<file path="config.mk">
export PLATFORM = sky130hd
export DESIGN_NAME = bitmap_compressor
export DESIGN_NICKNAME = d
export VERILOG_FILES = /design/src/rtl/bitmap_pkg.sv /design/src/rtl/bitmap_code_classify.sv /design/src/rtl/bitmap_compressor.sv
export SDC_FILE = /design/constraint.sdc
export NUM_CORES = 1
export LEC_CHECK = 0
export BUFFER_PORTS_ARGS = -buffer_cell sky130_fd_sc_hd__buf_2
export CORE_ASPECT_RATIO = 1.5
export CORE_UTILIZATION = 32
export DETAILED_ROUTE_END_ITERATION = 8
export PLACE_DENSITY_LB_ADDON = 0.08
export SLEW_MARGIN = 10
export SYNTH_ARGS = -nofsm -noshare
export SYNTH_HDL_FRONTEND = slang
export SYNTH_HIERARCHICAL = 1
export SYNTH_SLANG_ARGS = --single-unit
</file>
<file path="constraint.sdc">
create_clock -name clk -period 4.83 [get_ports clk]
set_input_delay 0.483 -clock clk [delete_from_list [all_inputs] [get_ports clk]]
set_output_delay 0.483 -clock clk [all_outputs]
set_load 0.01 [all_outputs]
</file>
<file path="src/rtl/bitmap_pkg.sv">
// Shared constants and types for the bitmap compressor and its decompression counterpart.
// Latency: n/a (package only).
// Backpressure: n/a (package only).
//
// Contents: element code/size constants, FSM state encoding, block geometry,
// and a helper that converts a payload bit count into a number of beats.
package bitmap_pkg;

    localparam int ELEMS_PER_BLOCK = 8;
    localparam int BEAT_W          = 32;
    localparam int ELEM_W          = 32;
    localparam int BITMAP_W        = 2 * ELEMS_PER_BLOCK;
    localparam int PACK_W          = ELEMS_PER_BLOCK * ELEM_W;
    localparam int PTR_W           = 9;

    // Per-element codes; 2'b01 is reserved and never emitted.
    localparam logic [1:0] CODE_ZERO = 2'b00;
    localparam logic [1:0] CODE_HALF = 2'b10;
    localparam logic [1:0] CODE_FULL = 2'b11;

    // Stored bits per element for each code.
    localparam logic [5:0] SIZE_ZERO = 6'd0;
    localparam logic [5:0] SIZE_HALF = 6'd16;
    localparam logic [5:0] SIZE_FULL = 6'd32;

    typedef enum logic [1:0] {
        COLLECT = 2'd0,
        HEADER  = 2'd1,
        PAYLOAD = 2'd2
    } state_t;

    // Number of 32-bit beats needed to carry 'bits' payload bits (0..256 -> 0..8).
    function automatic logic [3:0] beats_for_bits(input logic [PTR_W-1:0] bits);
        return 4'((bits + 9'd31) >> 5);
    endfunction

endpackage

</file>
<file path="src/rtl/bitmap_code_classify.sv">
// Classifies one 32-bit element into a 2-bit code, stored bit count and stored data.
// Latency: purely combinational, zero cycles.
// Backpressure: none; no handshake on this block.
//
// Ports: value (in, 32) element; code (out, 2) bitmap code; size (out, 6) stored
// bit count; stored (out, 32) bits to pack, zero-extended when only 16 are kept.
module bitmap_code_classify
    import bitmap_pkg::*;
(
    input  logic [31:0] value,
    output logic [1:0]  code,
    output logic [5:0]  size,
    output logic [31:0] stored
);

    always_comb begin
        code   = CODE_FULL;
        size   = SIZE_FULL;
        stored = value;
        if (value == 32'h0) begin
            code   = CODE_ZERO;
            size   = SIZE_ZERO;
            stored = 32'h0;
        end else if (value[31:16] == 16'h0) begin
            code   = CODE_HALF;
            size   = SIZE_HALF;
            stored = {16'h0, value[15:0]};
        end
    end

endmodule

</file>
<file path="src/rtl/bitmap_compressor.sv">
// Compresses blocks of 8 x 32-bit elements into a bitmap header beat plus packed payload beats.
// Latency: header is valid the cycle after the 8th element is accepted; one beat per accepted cycle.
// Backpressure: valid/ready on both sides; input stalls for the whole output phase, output holds while out_ready=0.
//
// Ports: clk, rst (sync, active-high); in_valid/in_ready/in_data element stream;
// out_valid/out_ready/out_data/out_last beat stream (header first, last beat flagged).
module bitmap_compressor
    import bitmap_pkg::*;
(
    input  logic        clk,
    input  logic        rst,
    input  logic        in_valid,
    output logic        in_ready,
    input  logic [31:0] in_data,
    output logic        out_valid,
    input  logic        out_ready,
    output logic [31:0] out_data,
    output logic        out_last
);

    state_t               state_q;
    state_t               state_d;
    logic [2:0]           elem_cnt;
    logic [PTR_W-1:0]     ptr;
    logic [BITMAP_W-1:0]  bitmap;
    logic [PACK_W-1:0]    packed_bits;
    logic [2:0]           beat_idx;

    logic [1:0]           cls_code;
    logic [5:0]           cls_size;
    logic [31:0]          cls_stored;
    logic [3:0]           n_beats;
    logic                 last_beat;

    bitmap_code_classify u_classify (
        .value  (in_data),
        .code   (cls_code),
        .size   (cls_size),
        .stored (cls_stored)
    );

    assign n_beats   = beats_for_bits(ptr);
    assign last_beat = ({1'b0, beat_idx} == (n_beats - 4'd1));

    // Next state and outputs; everything is forced low while rst is high.
    always_comb begin
        state_d   = state_q;
        in_ready  = 1'b0;
        out_valid = 1'b0;
        out_last  = 1'b0;
        out_data  = 32'h0;
        if (!rst) begin
            case (state_q)
                COLLECT: begin
                    in_ready = 1'b1;
                    if (in_valid && (elem_cnt == 3'd7)) begin
                        state_d = HEADER;
                    end
                end
                HEADER: begin
                    out_valid = 1'b1;
                    out_data  = {16'h0000, bitmap};
                    out_last  = (ptr == '0);
                    if (out_ready) begin
                        state_d = (ptr == '0) ? COLLECT : PAYLOAD;
                    end
                end
                PAYLOAD: begin
                    out_valid = 1'b1;
                    out_data  = packed_bits[{beat_idx, 5'b00000} +: BEAT_W];
                    out_last  = last_beat;
                    if (out_ready && last_beat) begin
                        state_d = COLLECT;
                    end
                end
                default: state_d = COLLECT;
            endcase
        end
    end

    always_ff @(posedge clk) begin
        if (rst) begin
            state_q     <= COLLECT;
            elem_cnt    <= '0;
            ptr         <= '0;
            bitmap      <= '0;
            packed_bits <= '0;
            beat_idx    <= '0;
        end else begin
            state_q <= state_d;

            if (state_q == COLLECT && in_valid) begin
                bitmap[{elem_cnt, 1'b0} +: 2] <= cls_code;
                // Register is clear on block start, so OR-ing at the pointer is enough.
                packed_bits <= packed_bits | ({{(PACK_W-32){1'b0}}, cls_stored} << ptr);
                ptr         <= ptr + {3'b000, cls_size};
                elem_cnt    <= elem_cnt + 3'd1;
            end

            if (state_q == HEADER) begin
                beat_idx <= '0;
            end else if (state_q == PAYLOAD && out_ready) begin
                beat_idx <= beat_idx + 3'd1;
            end

            // Leaving the output phase starts a fresh block.
            if (state_q != COLLECT && state_d == COLLECT) begin
                elem_cnt    <= '0;
                ptr         <= '0;
                bitmap      <= '0;
                packed_bits <= '0;
            end
        end
    end

endmodule

</file>
== Yosys cells after proc, flatten, opt, wreduce, memory -nomap -nowiden ==
Cells that the tools add are included.
Storage, ports and cells
  logic and storage cells: 56
  output and inout bits: 35
  input port bits: 36
  register bits: 289
Operators by class
  bitwise logic cells: 1
  reduce and logical (&&, ||, !) cells: 14
  shift operators: 4
  add/subtract/negate cells: 6
  mux-type cells: 21
  equal/unequal tests: 4
Operator list (number)
  $or A256 B256 Y256: 1
  $shiftx A256 B9 Y32: 1
  $shl A32 B9 Y256: 1
  $mux W32: 3
  $pmux W32 S2: 1
  $logic_not A32 Y1: 1
  $bwmux W16: 1
  $logic_not A16 Y1: 1
  $shift A2 B6 Y16 const A: 1
  $shiftx A2 B6 Y16: 1
  $mux W2: 6
  $mux W6: 2
  $add A9 B5 Y9 const B: 1
  $add A9 B6 Y9: 1
  $logic_not A9 Y1: 1
  $add A3 B1 Y3 const B: 2
  $mux W1: 6
  $neg A4 Y6: 1
  $pmux W2 S3: 1
  $reduce_or A2 Y1: 3
  $logic_and A1 B1 Y1: 5
  $eq A3 B4 Y1: 1
  $logic_not A2 Y1: 2
  $sub A4 B1 Y4 const B: 1
  other kinds (5): 5

== Logic depth before layout (Yosys ltp) ==
Gate-level depths: netlist of run 1.
  word-level depth: 10
  depth in mapped cells: 16
  mapped depth without buffers: 11

== Cells and area by module ==
The synthesis of run 1 kept the hierarchy.
By module, submodules not included
  bitmap_compressor: area an instance 16674.7 µm², instances 1, cells each 1875, seq. area each 5785.5 µm²
  bitmap_code_classify: area an instance 247.7 µm², instances 1, cells each 50, seq. area each 0.0 µm²

== Least setup slack after synthesis of run 1 ==
Ideal clock, no wire load.
  kind: register to register
  from: register ptr[5]
  to: register packed_bits[74]
  cell stages (with the launch flop): 14
  data required time: 4.715 ns
  path buffers: 5
  library setup time: 0.115 ns
  clock period less this slack: 3.383 ns
  path slack: 1.447 ns
  arrival time: 3.268 ns
  cell sequence: dfxtp_1 > clkbuf_1 > clkbuf_1 > buf_1 > nand2_1 > xnor2_1 > ha_1 > xor3_1 > or4_1 > a21bo_2 > a31o_2 > buf_2 > buf_1 > o21a_1
Between the ends
  word-level cells in the longest chain between the ends: 10
  elaborated cells between the ends (all ways): 15
  those cells by class: 2 x add/sub; 1 x eq/ne; 1 x shift; 5 x mux; 1 x bitwise; 5 x reduce/logical
Ends and longest elaborated chain
  start: declaration: RTL line bitmap_compressor.sv:24  | logic [PTR_W-1:0] ptr;
  start signal: assignment: RTL line bitmap_compressor.sv:96  | ptr <= ptr + {3'b000, cls_size};
  $add A9 B5 Y9: RTL line bitmap_pkg.sv:34  | return 4'((bits + 9'd31) >> 5);
  $sub A4 B1 Y4: RTL line bitmap_compressor.sv:43  | assign last_beat = ({1'b0, beat_idx} == (n_beats - 4'd1));
  $eq A3 B4 Y1: RTL line bitmap_compressor.sv:43
  $logic_and A1 B1 Y1: RTL line bitmap_compressor.sv:72  | if (out_ready && last_beat) begin
  $mux W2: RTL line bitmap_compressor.sv:72
  $pmux W2 S3: RTL line bitmap_compressor.sv:53  | case (state_q)
  $mux W2: RTL line bitmap_compressor.sv:52  | if (!rst) begin
  $logic_not A2 Y1: RTL line bitmap_compressor.sv:107  | if (state_q != COLLECT && state_d == COLLECT) begin
  $logic_and A1 B1 Y1: RTL line bitmap_compressor.sv:107
  $reduce_or A2 Y1 (no source line)
  end signal: assignment: RTL line bitmap_compressor.sv:95  | packed_bits <= packed_bits | ({{(PACK_W-32){1'b0}}, cls_stored} << ptr);
  end: declaration: RTL line bitmap_compressor.sv:26  | logic [PACK_W-1:0] packed_bits;
Several ways; a longest one is shown, not always the timed one.
A chain may end at the register's enable or synchronous reset.

== Worst setup path after layout of run 1 ==
  from: register ptr[5]
  to: output out_last
Between the ends
  word-level cells in the longest chain between the ends: 5
  elaborated cells between the ends (all ways): 6
  those cells by class: 2 x add/sub; 1 x eq/ne; 2 x mux; 1 x reduce/logical
Ends and longest elaborated chain
  $add A9 B5 Y9: RTL line bitmap_pkg.sv:34
  $sub A4 B1 Y4: RTL line bitmap_compressor.sv:43
  $eq A3 B4 Y1: RTL line bitmap_compressor.sv:43
  $pmux W1 S2 (*): RTL line bitmap_compressor.sv:53
  $mux W1 (*): RTL line bitmap_compressor.sv:52
  end: declaration: RTL line bitmap_compressor.sv:18  | output logic out_last
Every way passes the cells marked *; elsewhere a longest branch is shown, timed or not.

==> summary.md, run 1 <==
Input and output buffers added on the ports amount to 70. The power density over the cells came out at 356.2 nW/um2. Ranked by instance count, the synthesized netlist is headed by 313 x nor2_1, 289 x dfxtp_1, 164 x a21oi_1. The run gives 102 as the number of placement rows.

After filler insertion, the fill cell instance count of the layout stands at 5302. The worst-case IR drop observed on VDD is 245.3 uV. In the routed design, unresolved DRC markers number 0. The synthesized design spends more area on one cell type than any other, namely dfxtp_1. The run gives 32.58% as the starting density of the core. For the maximum number of pins on one net before global-route repair, the log shows 114. The via-per-instance ratio is 6.208. The run gives 3.25 ns as the data arrival time at the worst-slack endpoint. TritonCTS built the clock tree. The H-tree generated during clock tree synthesis spans 2 levels.

Critical path buffer and inverter count: 3. Clock latency at the later pin of the worst-skew pair: 0.56 ns. Among all cell types in the netlist, the one instantiated most often is nor2_1. The area of the mapped netlist came out at 16920 um2. In the final design database the tool counted 1964 nets. In this run the vertical extent of the chip is 283.6 um.

On the worst path, the slowest cell contributes a delay of 0.74 ns. Worst hold path class: in -> reg. Setup TNS: 0 ns. The setup violation total in the final timing report was 0; the share of cells above drive strength 1 was 17.89%.

Detailed-route wire length per cell: 29.21 um. The first detailed-routing pass took 5 iterations. The tools report the library cell used as clock root buffer as clkbuf_16. The critical path is of the reg -> out type. After detailed routing, the total wire length is 76240 um. Summed over all nets, wire length on met3 after detailed routing comes to 4455 um. The area added between synthesis and finish was 12.34%. The tree built by TritonCTS fans out to 289 sinks. The tools report the origin of the critical flop-to-flop path as ptr[1]. The flow ran to the end, and the final reports show no timing, DRC or antenna violations. Of all nets on the critical path, the largest fanout is 17. The horizontal die dimension is 189.8 um.

The first global-routing pass estimated 111000 um of wire. 0 antenna diodes ended up in the layout. The final critical-path required period was 3.733 ns; the clock buffer count from CTS was 34.

The worst hold path begins at rst. The slowest stage of the critical path belongs to the cell dfxtp_1. Counting along the longest clock path gives a buffer depth of 3. Number of nets with antenna violations after routing: 0. Floorplan die area: 53830 um2. After synthesis the netlist holds a flip-flop and latch count of 289. The highest metal layer used by the detailed router is met5. Global routing used 27.95% of the available tracks across all layers.

The logs give 51940 um2 for the core box area and 29600 um for the sum of routed wire segments on met1. The transition time of the tightest slew-check pin was 1.224 ns. The flip-flop cell with the highest count after synthesis is dfxtp_1. Setup repair after global routing left no endpoint under its margin.

The area share of the largest cell type after synthesis is 34.19%, and the clock slew at the register clock pins of the worst setup and hold paths is 0.06 ns. The critical path goes through inv_1 > buf_4 > nand3_1 > nand2_1 > ha_1 > xor3_1 > or4_1 > nand2_1 > nand4b_1 > o21ai_0 > buf_2. Cells fill 36.60% of the core in the end. The number of global-route vias before repair is 15.99k. The tools report the critical path launch point type as a register. The total half-perimeter wirelength after legalization and detailed placement is 54170 um. In this design, the critical path's most frequently occurring cell is nand2_1. In the detailed route, the total length drawn on met2 is 37790 um. The weighted congestion at the end of routability-driven global placement is 0.9421. Static timing analysis puts the maximum clock frequency at 267.9 MHz. The run gives 0 as the number of hold violations in the final report. The count of maximum capacitance violations was 0; the required time of the critical path was 4.35 ns. The tools report the tightest slew margin relative to the limit as 17.51%. The hold-fix buffer count after cts is 0. The Yosys step of the flow raised 6 warnings.

Grouping stages by cell kind, the critical path spends the most delay in simple AND/OR/NAND/NOR gates. The run gives 0 as the post-cts resize count. The first routing iteration left 1521 violations.

Ranked by total cell area, the synthesized netlist is headed by dfxtp_1 34%, mux4_2 12%, nor2_1 6.9%, a221oi_1 6.7%, a21oi_1 4.9%. The number of antenna violations at the first check in global routing is 3. The clock arrives with 0.02979 ns of skew. Critical path endpoint category: an output port.

The total overflow left after global routing is 0. The top-level I/O count was 71. The most critical setup path has its startpoint at ptr[5].

The tools report the post-CTS setup buffer count as 0. The synthesized area per cell is 8.791 um2. Dividing the final minimum period by the clock period gives 77.28%. The fraction of synthesis flops using an asynchronous set or reset pin came out at 0%. The netlist uses 82 different library cells. The count of flip-flops with a built-in enable after synthesis was 0; the overall via count from detail_route was 16.20k. The tools report the share of synthesized area occupied by flip-flops and latches as 34.19%.

The analysis attributes to cell leakage a power of 6.379 nW. The logs give 0 for the number of slew-limit violations in the final report and 1925 for the post-synthesis instance total.
-- sequential cells by signal (all words and copies together), names as in the netlist --
register	count
packed_bits	256
bitmap	16
ptr	9
beat_idx	3
elem_cnt	3
state_q	2
-- metal layers --
metal	up-vias	GRT usage, %
li1	7176	-
met1	8115	33.83
met2	726	47.85
met3	183	3.463
met4	4	14.90
met5	-	0
-- layout by cell type (no fill, tap or decap), types with 23 or more instances in the layout --
cell type,instances
nor2_1,313
dfxtp_1,281
a21oi_1,164
nand2_1,134
a221oi_1,129
mux4_2,87
mux2i_1,80
nand3_1,76
buf_2,70
buf_4,59
o31a_1,49
nor3_1,34
clkbuf_16,34
mux2_2,33
o21ai_0,30
o21a_1,26
a31oi_1,23
-- worst paths after layout --
kind	cells after the start	slack [ns]	end
max reg2reg	7	1.38	packed_bits[214]
max	11	1.10	out_last
min reg2reg	2	0.45	packed_bits[151]
min	2	0.24	beat_idx[2]
-- report_power, final --
part	switching, W	internal [W]	leakage, nW
registers	0.0000620	0.00248	2.34
clock network	0.00115	0.00148	0.549
logic	0.00112	0.000480	3.49
-- kinds of logic after synthesis --
group / count (synthesis) / share of synthesized area [%]
buffers and inverters: 214 / 5.538
multiplexers: 203 / 18.82
adder cells (fa/ha/maj): 20 / 1.523
other: 1 / 0.02216
AND/OR/NAND/NOR: 679 / 17.92
AO/OA/AOI/OAI: 512 / 21.55
XOR/XNOR: 7 / 0.4511
flip-flops: 289 / 34.19
-- stage by stage --
step	hold slack [ns]	std cells	total power, W	worst slack (ns)	cell area, um2
finish	0.2435	2610	0.006772	1.097	19010
global route	0.2490	2610	0.007002	0.9197	19010
CTS	0.2218	2610	0.006784	1.065	19010
detailed placement	0.4439	2548	0.004146	1.413	17890
global placement	0.4356	2548	0.004148	1.463	17890
floorplan	0.4223	1928	0.003559	1.447	16930
-- final cells by class --
| type | count | area, um2 | area share [%] |
|---|---|---|---|
| repair buffers | 133 | 873.3 | 4.594 |
| multi-input cells | 1425 | 10280 | 54.07 |
| flip-flops and latches | 289 | 5801 | 30.51 |
| clock inverters | 14 | 143.9 | 0.7569 |
| clock buffers | 48 | 973.4 | 5.120 |
| well taps | 676 | 845.8 | 4.449 |
| inverters | 25 | 93.84 | 0.4936 |
Note: power is estimated with default switching activity, not from simulation.
==> run 2, diff against run 1 <==
Clock period 4.83 ns to 3 ns, I/O delays scaled along.
==> run 2 against run 1 <==
The flow now finishes with violations (negative setup slack). Critical path type is now reg -> reg. Total power is 66% higher. Non-clock buffer count is 173 higher. Critical path depth is 4 higher. Highest routed layer is now met4. Cell count is 6.5% higher. Worst hold slack worse by 0.17 ns. Largest cell class unchanged. Clock power is 56% higher.
==> summary.md, run 2 (synthesis gave the netlist of run 1 again) <==
The flow ran to the end, but the final reports show violations. The checks that failed: negative setup slack. The run gives 71 (unchanged) as the top-level I/O count. The final net count is 2137 (was 1964), and the length in cells of the worst reg-to-reg path is 15 (was 7). The share of cells above drive strength 1 works out to 24.81% (was 17.89%). After layout, the minimum clock period comes to 3.199 ns. Transition time of the tightest slew-check pin: 1.026 ns (was 1.224 ns). The tools report the critical path endpoint category as a register (was an output port). The tools report the count of non-filler cells in the finished layout as 2780 (was 2610). The maximum fanout encountered on the critical timing path came out at 10 (was 17).

The tools report the floorplan die area as 53830 um2 (unchanged). For the required time of the critical path, the log shows 3.42 ns (was 4.35 ns). For the number of antenna cells inserted, the log shows 0 (unchanged). Tightest slew margin relative to the limit: 31.32% (was 17.51%). The tools report the hold-critical path endpoint as beat_idx[0] (was beat_idx[2]).

The final cycle utilization of the critical path was 106.6%. TritonCTS built the clock tree. Number of placement rows: 102 (unchanged).

Hold path startpoint: rst (unchanged). The critical path launch point type was a register (unchanged). The maximum buffer depth of the clock tree came out at 3 (unchanged). The library cell used as clock root buffer is clkbuf_16 (unchanged). The beginning of the critical path was ptr[2] (was ptr[5]). The run gives 51940 um2 (unchanged) as the core box area.

The internal power is 0.007511 W (was 0.004441 W), and the horizontal die dimension is 189.8 um (unchanged). The endpoint of the most critical register-to-register path is packed_bits[104] (was packed_bits[214]). The overflow left after global routing is 0 (unchanged). The category of the most critical setup path is reg -> reg (was reg -> out). Origin of the critical flop-to-flop path: ptr[2] (was ptr[1]). The power density over the cells was 531.9 nW/um2 (was 356.2 nW/um2). Biggest registers after layout: packed_bits: 256 flops, bitmap: 16 flops, ptr: 9 flops (unchanged).

The run gives 0.01024 ns (was 1.413 ns) as the worst slack after detailed placement. The clock buffer count from CTS was 34 (unchanged); the part of the power in combinational logic was 27.1% (was 23.6%). The proportion of power drawn by the clock network is 36.6% (was 38.9%), and the clock latency at the later pin of the worst-skew pair is 0.54 ns (was 0.56 ns).

The run gives 28.42% (was 27.95%) as the overall fraction of global-route tracks in use. The number of antenna violations at the first check in global routing came out at 0 (was 3). The count of maximum capacitance violations was 0 (unchanged); the number of cells on the worst hold path was 2 (unchanged). The tools report the number of design-rule violations left by the first detailed-router iteration as 1394 (was 1521). Detailed-router iteration count before antenna repair: 5 (unchanged). The first-pass GRT wire length came out at 112300 um (was 111000 um).

The die extent in y came out at 283.6 um (unchanged). The run gives 407.9 uV (was 245.3 uV) as the largest vdd supply drop. Worst hold path class: in -> reg (unchanged). Data arrival time at the worst-slack endpoint: 3.61 ns (was 3.25 ns). Setup repair after global routing could not meet its margin everywhere. For the number of design rule violations left after detail routing, the log shows 0 (unchanged).

The setup skew after layout was 0.01457 ns (was 0.02979 ns). For the switching power total, the log shows 0.003734 W (was 0.002331 W). The number of slew-limit violations in the final report is 0 (unchanged). The tools report the count of fill cells added during filler insertion as 5238 (was 5302). The logs give 0.01124 W (was 0.006772 W) for the total design power and 2673 (was 2548) for the placed instance count. The port buffer count was 70 (unchanged); the deepest level of the CTS H-tree was 2 (unchanged). Sequential power share: 36.4% (was 37.5%). The starting density of the core came out at 32.58% (unchanged).

Static timing analysis puts the maximum clock frequency at 312.6 MHz. Most frequent cells in the layout: 312 x nor2_1, 281 x dfxtp_1, 171 x buf_4, 163 x a21oi_1, 132 x nand2_1 (was 313 x nor2_1, 281 x dfxtp_1, 164 x a21oi_1, 134 x nand2_1, 129 x a221oi_1). The net switching share of the total power works out to 33.21% (was 34.43%).

For the number of hold violations in the final report, the log shows 0 (unchanged). The clock slew at the register clock pins of the worst setup and hold paths is 0.06 ns (about the same), and the weighted congestion at the end of routability-driven global placement is 0.9366 (was 0.9421). The tools report the overall via count from detail_route as 16.93k (was 16.20k). The setup slack of the worst register-to-register path was -0.20 ns (was 1.38 ns).

Setup violation total in the final timing report: 270 (was 0). The top register by number of flip-flops was packed_bits (unchanged). The maximum number of pins on one net before global-route repair is 67 (was 114), and the number of global-route vias before repair is 16.56k (was 15.99k). The run gives 289 (unchanged) as the number of sinks handled by clock tree synthesis.

The total half-perimeter wirelength after legalization and detailed placement came out at 57580 um (was 54170 um). The tools report the final setup slack of the worst path as -0.1992 ns (was 1.097 ns). The detailed-route wire length per cell works out to 29.17 um (was 29.21 um). The leading cell type in the layout, fill and taps excluded was nor2_1 (unchanged).

The logs give 81090 um (was 76240 um) for the routed wire length and 7.560 nW (was 6.379 nW) for the leakage component of the power. The via-per-instance ratio was 6.088 (was 6.208); the number of nets with antenna violations after routing was 0 (unchanged). The area added between synthesis and finish works out to 24.93% (was 12.34%).

The flip-flop count of the largest register, all copies and words added came out at 256 (unchanged).
[run 2: through the flow]
stage	hold slack (ns)	util (%)	instance area (um2)	TNS (ns)
floorplan	0.4215	-	17000	0
global placement	0.4363	36.55	18980	0
detailed placement	0.4351	36.55	18980	0
CTS	0.05233	38.65	20080	-0.1916
global route	0.08261	40.70	21140	-40.80
finish	0.06990	40.70	21140	-24.47
[run 2: worst max-delay path by stage]
stage | to | slack, ns | cells after the start
floorplan | packed_bits[115] | 0.004 | 15
global placement | packed_bits[109] | 0.03 | 8
CTS | out_last | -0.19 | 11
detailed placement | packed_bits[237] | 0.01 | 8
finish | packed_bits[104] | -0.20 | 15
global route | out_last | -0.29 | 11
[run 2: cell type report]
type / count / area (um2) / share of cell area, %
clock buffers: 50 / 992.2 / 4.693
clock inverters: 9 / 80.08 / 0.3788
inverters: 25 / 93.84 / 0.4439
multi-input cells: 1425 / 10310 / 48.77
flip-flops and latches: 289 / 5803 / 27.45
well taps: 676 / 845.8 / 4.001
repair buffers: 306 / 3015 / 14.26
[run 2: repair_timing]
action / in CTS / in global routing
setup endpoints to repair: 5 / 273
hold buffers: 0 / 0
pin swaps: 1 / 4
gates resized for setup: 4 / 44
buffers inserted: 2 / 12
cloned: 0 / 34
[run 2: critical path, cell delays in order (launching register included)]
cell and delay, ns:
dfxtp_4 0.35, nor3_4 0.28, nand2_2 0.12, nand2_4 0.10
xnor2_2 0.10, ha_2 0.18, xor3_1 0.24, or4_4 0.49
buf_4 0.15, a21bo_4 0.23, a31oi_4 0.16, buf_12 0.17
buf_12 0.12, clkbuf_16 0.17, buf_16 0.15, a21oi_1 0.05
[run 2: routing by layer]
layer / routed length (um) / share of wire (%) / global-route usage (%) / up-vias
met5: 0 / 0 / 0 / -
met4: 4696 / 5.8 / 14.98 / 0
met3: 4161 / 5.1 / 2.894 / 211
met2: 42150 / 52 / 52.14 / 657
met1: 30090 / 37 / 31.92 / 8504
li1: - / - / - / 7553
[run 2: power by group through the flow]
stage | clock (W) | combinational (W) | sequential (W)
final | 0.00411 | 0.00304 | 0.00409
after global routing | 0.00434 | 0.00317 | 0.00410
after CTS | 0.00419 | 0.00279 | 0.00408
after detailed placement | 0 | 0.00277 | 0.00417
after global placement | 0 | 0.00277 | 0.00416
after floorplan | 0 | 0.00161 | 0.00413
==> run 3, diff against run 2 <==
Settings changed: BUFFER_PORTS_ARGS -buffer_cell sky130_fd_sc_hd__buf_2 to unset, DONT_BUFFER_PORTS set to 1, RECOVER_POWER set to 25.
==> run 3 against run 2 <==
Clock power is 5% higher. Largest cell class unchanged. Die area is the same. Core utilization decreased by 0.34 points. Total power up 1.0%. Sequential cell count unchanged. Worst setup slack got worse by 0.036 ns. Non-clock buffer count fell by 44. Sequential share of layout area grew 0.21 points. Critical path depth stayed put. Highest routed layer unchanged. Combinational power down 3%. The run still ends with negative setup slack left.
==> summary.md, run 3 (synthesis gave the netlist of run 1 again) <==
The run finished, with violations left. Violations in the final reports: negative setup slack (unchanged). The number of antenna violations at the first check in global routing is 0 (unchanged), and the power density over the cells is 541.7 nW/um2 (was 531.9 nW/um2). The horizontal die dimension is 189.8 um (unchanged).

The logs give 71 (unchanged) for the top-level I/O count and 407.4 uV (was 407.9 uV) for the largest vdd supply drop. The total design power came out at 0.01136 W (was 0.01124 W). The worst hold path class is in -> reg (unchanged).

The leading cell type in the layout, fill and taps excluded is nor2_1 (unchanged). The overall via count from detail_route was 16.85k (was 16.93k). Final cycle utilization of the critical path: 107.9% (was 106.6%). The total half-perimeter wirelength after legalization and detailed placement came out at 56900 um (was 57580 um). The logs give 35 (was 34) for the clock buffer count from CTS and 3.43 ns (was 3.42 ns) for the required time of the critical path. The run gives 289 (unchanged) as the number of sinks handled by clock tree synthesis. The logs give 80900 um (was 81090 um) for the routed wire length and 51940 um2 (unchanged) for the core box area.

The share of cells above drive strength 1 was 23.42% (was 24.81%); the transition time of the tightest slew-check pin was 1.246 ns (was 1.026 ns). The top register by number of flip-flops was packed_bits (unchanged). The data arrival time at the worst-slack endpoint is 3.66 ns (was 3.61 ns).

The tools report the number of design-rule violations left by the first detailed-router iteration as 1590 (was 1394). The critical path launch point type was a register (unchanged). The number of hold violations in the final report came out at 0 (unchanged).

Biggest registers after layout: packed_bits: 256 flops, bitmap: 16 flops, ptr: 9 flops (unchanged). The setup TNS is -42.29 ns (was -24.47 ns), and the flip-flop count of the largest register, all copies and words added is 256 (unchanged). The floorplan die area was 53830 um2 (unchanged); the final critical-path required period was 3.236 ns (was 3.199 ns). The maximum fanout encountered on the critical timing path was 9 (was 10); the overflow left after global routing was 0 (unchanged). Cell with the largest stage delay on the worst path: or4_4 (unchanged). The count of fill cells added during filler insertion was 5233 (was 5238). The end-of-flow core utilization came out at 40.36% (was 40.70%). The run gives 16.29k (was 16.56k) as the number of global-route vias before repair.

Most frequent cells in the layout: 312 x nor2_1, 282 x dfxtp_1, 195 x buf_4, 164 x a21oi_1, 131 x nand2_1 (was 312 x nor2_1, 281 x dfxtp_1, 171 x buf_4, 163 x a21oi_1, 132 x nand2_1). The maximum buffer depth of the clock tree is 3 (unchanged). The logs give -0.2357 ns (was -0.1992 ns) for the final setup slack of the worst path and -0.02199 ns (was 0.01024 ns) for the worst slack after detailed placement. The port buffer count was 0 (was 70). The run gives 7.352 nW (was 7.560 nW) as the leakage component of the power. The critical path buffer and inverter count came out at 5 (unchanged). The number of antenna cells inserted is 0 (unchanged), and the detailed-route wire length per cell is 29.55 um (was 29.17 um). Category of the most critical setup path: reg -> reg (unchanged). The area added between synthesis and finish works out to 23.89% (was 24.93%). The overall fraction of global-route tracks in use came out at 28.50% (was 28.42%).

The run gives 67 (unchanged) as the maximum number of pins on one net before global-route repair. The setup violation total in the final timing report came out at 294 (was 270). The library cell used as clock root buffer was clkbuf_16 (unchanged). Setup repair after global routing could not meet its margin everywhere. The tightest slew margin relative to the limit was 16.65% (was 31.32%). The count of maximum capacitance violations is 0 (unchanged). The run gives 5 (unchanged) as the detailed-router iteration count before antenna repair. The deepest level of the CTS H-tree was 2 (unchanged); the die extent in y was 283.6 um (unchanged). The run gives 0 (unchanged) as the number of design rule violations left after detail routing. The largest stage delay on the critical path is 0.49 ns (about the same). Critical path endpoint category: a register (unchanged).

The number of nets with antenna violations after routing came out at 0 (unchanged). The tools report the starting density of the core as 32.58% (unchanged). The via-per-instance ratio was 6.155 (was 6.088); the number of placement rows was 102 (unchanged).

TritonCTS built the clock tree. Cell type group with the largest total delay on the critical path: simple AND/OR/NAND/NOR gates (unchanged). The number of slew-limit violations in the final report is 0 (unchanged). The run gives 0.009105 ns (was 0.01457 ns) as the setup skew after layout. Ordered cell list for the critical path: nor3_4 > nand2_2 > nand2_2 > xnor2_2 > ha_2 > xor3_1 > or4_4 > buf_4 > a21bo_4 > a31oi_4 > buf_12 > buf_12 > clkbuf_16 > clkbuf_16 > nor2_1 (was nor3_4 > nand2_2 > nand2_4 > xnor2_2 > ha_2 > xor3_1 > or4_4 > buf_4 > a21bo_4 > a31oi_4 > buf_12 > buf_12 > clkbuf_16 > buf_16 > a21oi_1).

The clock slew at the register clock pins of the worst setup and hold paths came out at 0.06 ns (about the same). The weighted congestion at the end of routability-driven global placement was 0.9275 (was 0.9366). Clock latency at the later pin of the worst-skew pair: 0.54 ns (about the same). The first-pass GRT wire length is 112500 um (was 112300 um), and the top achievable clock speed is 309.1 MHz (was 312.6 MHz). The final net count came out at 2094 (was 2137).
## run 3: final timing paths
| kind | to | slack [ns] | cells past startpoint | start |
|---|---|---|---|---|
| setup / recovery | packed_bits[4] | -0.24 | 15 | ptr[0] |
| setup reg to reg | packed_bits[4] | -0.24 | 15 | ptr[0] |
| hold / removal | beat_idx[0] | 0.07 | 3 | out_ready |
| hold reg to reg | bitmap[15] | 0.46 | 2 | bitmap[15] |
## run 3: power breakdown
| part | total (W) | switching [W] | internal, W | leakage, nW |
|---|---|---|---|---|
| sequential | 0.00408 | 0.0000893 | 0.00399 | 2.34 |
| combinational | 0.00296 | 0.00187 | 0.00109 | 4.44 |
| clock | 0.00431 | 0.00177 | 0.00254 | 0.573 |
| total | 0.0114 | 0.00373 | 0.00762 | 7.35 |
## run 3: timing repair
| action | 4_1_cts | 5_1_grt |
|---|---|---|
| cloned | 0 | 30 |
| setup buffers | 9 | 16 |
| pin swaps | 1 | 5 |
| resized for setup | 5 | 31 |
| endpoints found under the setup margin | 80 | 276 |
| hold buffers | 2 | 0 |
| hold endpoints to repair | 5 | 0 |
## run 3: through the flow
stage	instances	cell area (um2)	hold slack, ns
4_1_cts	2694	20050	0.04951
6_report	2738	20970	0.06515
5_1_grt	2738	20970	0.08106
3_5_place_dp	2622	18780	0.3762
2_1_floorplan	1928	17000	0.4215
3_3_place_gp	2622	18780	0.3759
## run 3: tightest hold or removal path, cell delays in order
cell and delay, ns:
nand2_1 0.07, xor2_1 0.14, nor3_1 0.05
## run 3: per-layer routing
layer | routed length (um) | vias up | track usage [%]
li1 | - | 7444 | -
met1 | 30420 | 8484 | 31.86
met2 | 41230 | 722 | 51.51
met3 | 4500 | 202 | 4.254
met4 | 4751 | 0 | 14.88
met5 | 0 | - | 0
## run 3: layout make-up
type	instances	area, um2	share of cell area (%)
multi-input combinational	1425	10320	49.21
sequential	289	5799	27.66
timing repair buffer	262	2749	13.11
clock buffer	51	1099	5.240
tap	676	845.8	4.034
inverter	25	93.84	0.4476
clock inverter	10	61.31	0.2924
